File: config.mk
export PLATFORM = sky130hd
export DESIGN_NAME = baud_rate_gen
export DESIGN_NICKNAME = d
export VERILOG_FILES = /design/src/rtl/baud_pkg.sv /design/src/rtl/baud_rate_gen_mod_counter.sv /design/src/rtl/baud_rate_gen.sv
export SDC_FILE = /design/constraint.sdc
export NUM_CORES = 1
export LEC_CHECK = 0
export CORE_UTILIZATION = 57
export DETAILED_ROUTE_END_ITERATION = 16
export PLACE_DENSITY = 0.78
export SLEW_MARGIN = 20
export SYNTH_ARGS = -nofsm -noshare
export SYNTH_HDL_FRONTEND = slang
export SYNTH_SLANG_ARGS = --single-unit
File: constraint.sdc
create_clock -name clk_in -period 3.7 [get_ports clk_in]
set_clock_uncertainty 0.15 [all_clocks]
set_input_delay 0.555 -clock clk_in [delete_from_list [all_inputs] [get_ports clk_in]]
set_output_delay 0.555 -clock clk_in [all_outputs]
set_load 0.02 [all_outputs]
File: src/rtl/baud_pkg.sv
// Shared baud-rate constants for the UART generator, transmitter and receiver.
package baud_pkg;

    localparam int MIN_DIV          = 2;
    localparam int BAUD_CNT_W       = 16;
    localparam int BAUD_OVERSAMPLE  = 16;
    localparam int BAUD_DEFAULT_DIV = 27;

endpackage

File: src/rtl/baud_rate_gen_mod_counter.sv
// Modulo-N counter with runtime modulus, synchronous clear and a wrap strobe.
module mod_counter #(
    parameter int W = 16
) (
    input  logic         clk,
    input  logic         rst_n,
    input  logic         en,
    input  logic         clr,
    input  logic [W-1:0] modulus,
    output logic [W-1:0] count_nxt,
    output logic         wrap
);

    logic [W-1:0] count;

    assign wrap = en && (count == modulus - W'(1));

    always_comb begin
        count_nxt = count;
        if (clr || wrap) begin
            count_nxt = '0;
        end else if (en) begin
            count_nxt = count + W'(1);
        end
    end

    always_ff @(posedge clk or negedge rst_n) begin
        if (!rst_n) begin
            count <= '0;
        end else begin
            count <= count_nxt;
        end
    end

endmodule

File: src/rtl/baud_rate_gen.sv
// Programmable baud-rate generator: oversample strobe, bit strobe and a 50% bit clock,
// with divisor changes deferred to a tick boundary so the bit phase is kept.
module baud_rate_gen
    import baud_pkg::*;
#(
    parameter int CNT_W       = BAUD_CNT_W,
    parameter int OVERSAMPLE  = BAUD_OVERSAMPLE,
    parameter int DEFAULT_DIV = BAUD_DEFAULT_DIV
) (
    input  logic             clk_in,
    input  logic             rst,
    input  logic             en,
    input  logic [CNT_W-1:0] div_i,
    input  logic             div_load,
    output logic             div_ack,
    output logic             div_err,
    output logic             os_tick,
    output logic             bit_tick,
    output logic             clk_out
);

    localparam int             OS_W    = $clog2(OVERSAMPLE + 1);
    localparam logic [OS_W-1:0] OS_MOD  = OS_W'(OVERSAMPLE);
    localparam logic [OS_W-1:0] OS_HALF = OS_W'(OVERSAMPLE / 2);

    logic [CNT_W-1:0] div_q;
    logic [CNT_W-1:0] pend_div;
    logic             pend;
    logic             req_ok;
    logic             apply;
    logic [CNT_W-1:0] cnt_nxt_unused;
    logic [OS_W-1:0]  os_cnt_nxt;

    assign req_ok = (div_i >= CNT_W'(MIN_DIV));
    // A pending divisor only lands on a tick or while stopped, never mid-period.
    assign apply  = pend && (os_tick || !en);

    mod_counter #(.W(CNT_W)) u_prescale (
        .clk       (clk_in),
        .rst_n     (rst),
        .en        (en),
        .clr       (apply),
        .modulus   (div_q),
        .count_nxt (cnt_nxt_unused),
        .wrap      (os_tick)
    );

    mod_counter #(.W(OS_W)) u_os_cnt (
        .clk       (clk_in),
        .rst_n     (rst),
        .en        (os_tick),
        .clr       (1'b0),
        .modulus   (OS_MOD),
        .count_nxt (os_cnt_nxt),
        .wrap      (bit_tick)
    );

    always_ff @(posedge clk_in or negedge rst) begin
        if (!rst) begin
            div_q    <= CNT_W'(DEFAULT_DIV);
            pend_div <= CNT_W'(DEFAULT_DIV);
            pend     <= 1'b0;
            div_ack  <= 1'b0;
            div_err  <= 1'b0;
            clk_out  <= 1'b0;
        end else begin
            div_ack <= apply;
            div_err <= div_load && !req_ok;
            clk_out <= (os_cnt_nxt >= OS_HALF);
            if (apply) begin
                div_q <= pend_div;
            end
            // A request arriving in the apply cycle stays queued behind the one applied.
            if (div_load && req_ok) begin
                pend_div <= div_i;
                pend     <= 1'b1;
            end else if (apply) begin
                pend <= 1'b0;
            end
        end
    end

endmodule

### After elaboration in Yosys (flattened, before gate mapping)

Cells that the tools add are included.

| word-level totals | value |
|---|---|
| flip-flop bits (word level) | 57 |
| output and inout port bits | 5 |

| operators by class | value |
|---|---|
| add/sub/neg operators | 3 |
| order comparisons | 2 |
| equality and inequality tests | 2 |
| muxes and demuxes | 6 |
| reduce and logical (&&, ||, !) cells | 11 |

Operators with widths:

| cell | count |
|---|---|
| $mux W16 | 2 |
| $add A16 B1 Y16 const B | 1 |
| $eq A16 B16 Y1 | 1 |
| $ge A16 B2 Y1 const B | 1 |
| $sub A16 B1 Y16 const B | 1 |
| $mux W5 | 2 |
| $add A5 B1 Y5 const B | 1 |
| $eq A5 B4 Y1 const B | 1 |
| $ge A5 B4 Y1 const B | 1 |
| $logic_and A1 B1 Y1 | 5 |
| $reduce_bool A2 Y1 | 2 |
| $logic_not A1 Y1 | 2 |
| $logic_or A1 B1 Y1 | 2 |
| $mux W1 | 2 |

### Depth between registers and ports, before layout

| logic depth | value |
|---|---|
| word-level depth | 7 |
| mapped depth | 11 |
| gate-level depth less buffers | 9 |

### Hierarchy

A second synthesis with hierarchy kept.

| second synthesis, totals | value |
|---|---|
| cell total of the unflattened synthesis | 284 |
| area total of the unflattened synthesis | 3176.8 um^2 |

By module, submodules not included:

| module | instances | cells an instance | area an instance (um^2) | seq. area each (um^2) |
|---|---|---|---|---|
| baud_rate_gen | 1 | 88 | 1415.1 | 910.9 |
| mod_counter (u_prescale) | 1 | 156 | 1377.6 | 400.4 |
| mod_counter (u_os_cnt) | 1 | 40 | 384.1 | 125.1 |

### Worst setup path before layout

OpenSTA, ideal clock, no wires.

| timing | value |
|---|---|
| kind | reg-to-output |
| from | reg div_q[0] |
| to | out bit_tick |
| arrival time | 2889 ps |
| setup slack | 106 ps |
| stages on the path, launching flop included | 12 |
| cell sequence | dfstp_2 > inv_1 > ha_1 > buf_2 > nor3b_2 > and4_1 > or4b_1 > nand3_1 > o21ai_0 > or4_1 > clkbuf_1 > nor2_1 |

| between the ends | value |
|---|---|
| longest elaborated chain between the ends | 4 |

Ends and longest elaborated chain:

| what | RTL line | text |
|---|---|---|
| start, declared | baud_rate_gen.sv:26 | `logic [CNT_W-1:0] div_q;` |
| start signal, assigned | baud_rate_gen.sv:60 | `div_q <= CNT_W'(DEFAULT_DIV);` |
| start signal, assigned | baud_rate_gen.sv:71 | `div_q <= pend_div;` |
| $sub A16 B1 Y16 | baud_rate_gen_mod_counter.sv:16 | `assign wrap = en && (count == modulus - W'(1));` |
| $eq A16 B16 Y1 | baud_rate_gen_mod_counter.sv:16 |  |
| $logic_and A1 B1 Y1 (2 in series) | baud_rate_gen_mod_counter.sv:16 |  |
| end, declared | baud_rate_gen.sv:18 | `output logic bit_tick,` |

No other way between the ends.

### Final worst setup path

Same ends and word-level chain as after synthesis.

==> results.json <==
{
  "regToRegSetupSlack_ps": 380,
  "max-slew-margin-rel_pct": 46.1,
  "cts_tree": "yes",
  "gp_congestion": 0.958,
  "h-tree-depth": 3,
  "hold_path_class": "primary input to async pin",
  "fill_cells": 426,
  "start_util_pct": 59.5,
  "crit_arrival_ps": 2860,
  "synthesis.area_um2": 3320,
  "std_cell_rows": 27,
  "min_period_ps": 3570,
  "hold_viol_final": 0,
  "die_area_um2": 6130,
  "maxCapViolCount": 0,
  "cts_setup_buffers": 0,
  "hpwl_mm": 5.41,
  "cts.path.max_buffers": 2,
  "rsz0062_at_grt": "false",
  "r2r_cells": 10,
  "setup_ws_ps": 134,
  "maxSlewViolCount": 0,
  "drt-total-wl_mm": 7.31,
  "worst_setup_path_start_kind": "flop",
  "vias": 2629,
  "clk_latency_ps": 340,
  "synth_top_area_share_pct": 37.0,
  "fin_util_pct": 70.7,
  "worst_pin_slew_ps": 808,
  "final_common_cell": "dfrtp_1",
  "first_iter_violations": 272,
  "dr.pass1.iters": 4,
  "ys_warn_count": 0,
  "outcome": "finished, final reports clean",
  "wl_per_cell_um": 16.8,
  "dieHeight_um": 78.3,
  "crit_required_ps": 2990,
  "postSynthAreaPerCell_um2": 10.4,
  "ys_async_sr_fraction_pct": 100,
  "yosysTopAreaCell": "dfrtp_1",
  "p_leak_nw": 1.60,
  "setup-violations-final": 0,
  "synth_seq_area_share_pct": 43.3,
  "syn_nets": 344,
  "clkTransAtPathRegs_ps": 70,
  "root_buffer": "clkbuf_8",
  "dp_slack_ps": -21.3,
  "end_kind": "output port",
  "synth_edf_count": 0,
  "pin_count": 25,
  "grt_max_degree": 39,
  "r2r-end": "u_prescale.count[5]$_DFFE_PN0P_",
  "drive_above_1_share_pct": 26.0,
  "synth_cells": 320,
  "die_x_um": 78.3,
  "io_buffers": 24,
  "vias_per_cell": 6.06,
  "final_cell_mix": "dfrtp_1 (49), nor2_1 (27), mux2_2 (23)",
  "antenna_found_initial": 0,
  "core-area_um2": 5570,
  "p_per_area_nw_per_um2": 471,
  "ir_drop_uv": 304,
  "fmax_mhz": 280,
  "overflow": 0,
  "nNetsFinal": 381,
  "diodes": 0,
  "synthFlopType": "dfrtp_1",
  "grt_pass1_wl_mm": 12.9,
  "track_usage_pct": 27.7,
  "antenna_left": 0,
  "critPathKind": "flop to output port",
  "numClockSinks": 57,
  "cts_buffers": 9,
  "final_area_um2": 3940,
  "ys_seq_elements": 57,
  "area_delta_synth_final_pct": 18.7,
  "ys_top_cells_by_area": "dfrtp_1 (37%), mux2_2 (7.8%), dfstp_2 (6.3%)",
  "drc": 0,
  "synth.distinct_cells": 59,
  "grt_pass1_vias": 2682,
  "placed_area_um2": 3680,
  "fin_crit_sh_pct": 96.4,
  "timing.rr.start": "div_q[0]$_DFFE_PN1P_",
  "critPathMaxFanout": 3
}
==> report_power, final <==
part	total (W)	internal, W	switching, W
clock network	0.000675	0.000435	0.000240
registers	0.000790	0.000695	0.0000948
logic	0.000392	0.000206	0.000186
==> synth_stat cells (4+ instances only) <==
cell type,instances
o21ai_0,12
xor2_1,7
xnor2_1,21
nor4_1,10
nand2b_1,4
ha_1,4
mux2_2,23
buf_2,4
dfrtp_1,49
dfstp_2,8
nand3_1,8
and4_1,5
clkbuf_1,6
nand2_1,18
inv_1,14
nor3_1,13
nor2_1,27
mux2_4,9
and3_1,5
nand4_1,9
a31oi_1,8
==> worst max-delay path, cell delays in order, from the launching register on <==
cell,delay (ps)
dfstp_2,530
inv_1,40
ha_1,190
nor3b_2,160
and4_1,190
or4b_4,540
nand3_2,100
o21ai_0,80
or4_4,440
nor2_1,90
buf_2,160
==> final cells by class <==
class	instances	area [um2]	share of cell area, %
Sequential cell	57	1440	36.5
Inverter	14	52.6	1.33
Clock inverter	2	60.1	1.52
Timing Repair Buffer	42	360	9.15
Tap cell	72	90.1	2.29
Clock buffer	14	173	4.38
Multi-Input combinational cell	233	1770	44.9
==> cell families (layout without fill, tap and decap cells) <==
kind of cell	count (synthesis)	after routing	synth area share (%)
AND/OR/NAND/NOR	118	118	19.7
adder cells (fa/ha/maj)	4	4	1.51
XOR/XNOR	28	28	7.39
multiplexers	32	32	11.9
AO/OA/AOI/OAI	51	51	11.5
buffers and inverters	30	72	4.64
flip-flops	57	57	43.3
==> state kept, by name (all words and copies together), names as in the netlist <==
signal and count:
clk_out 1, div_ack 1, div_err 1, div_q 16, pend 1, pend_div 16
u_os_cnt.count 5, u_prescale.count 16
==> metrics by stage <==
stage	hold WS [ps]	power [W]	setup TNS, ps	std cells
2_1_floorplan	109	0.00104	0	320
3_3_place_gp	337	0.00116	0	418
3_5_place_dp	346	0.00117	-21.3	418
4_1_cts	159	0.00185	0	434
5_1_grt	204	0.00194	0	434
6_report	142	0.00186	0	434
==> layer usage <==
| layer | vias up | track usage (%) | share of wire, % |
|---|---|---|---|
| met5 | - | 0 | 0 |
| met4 | 0 | 13.9 | 2.1 |
| met3 | 18 | 5.35 | 5.1 |
| met2 | 83 | 44.1 | 49 |
| met1 | 1286 | 36.2 | 44 |
| li1 | 1242 | - | - |
==> how the worst max path moves through the flow <==
stage / from / end / cells past startpoint
finish: div_q[0]$_DFFE_PN1P_ / bit_tick / 10
global route: div_q[0]$_DFFE_PN1P_ / bit_tick / 10
CTS: div_q[0]$_DFFE_PN1P_ / os_tick / 10
detailed placement: div_q[0]$_DFFE_PN1P_ / bit_tick / 10
global placement: div_q[0]$_DFFE_PN1P_ / bit_tick / 10
floorplan: div_q[0]$_DFFE_PN1P_ / bit_tick / 11
==> repair_timing <==
action                                  4_1_cts  5_1_grt
endpoints found under the setup margin        2        2
gates cloned                                  0        0
hold buffers                                  0        0
resized for setup                             8        8
No activity file was read; power rests on OpenSTA's default activity.
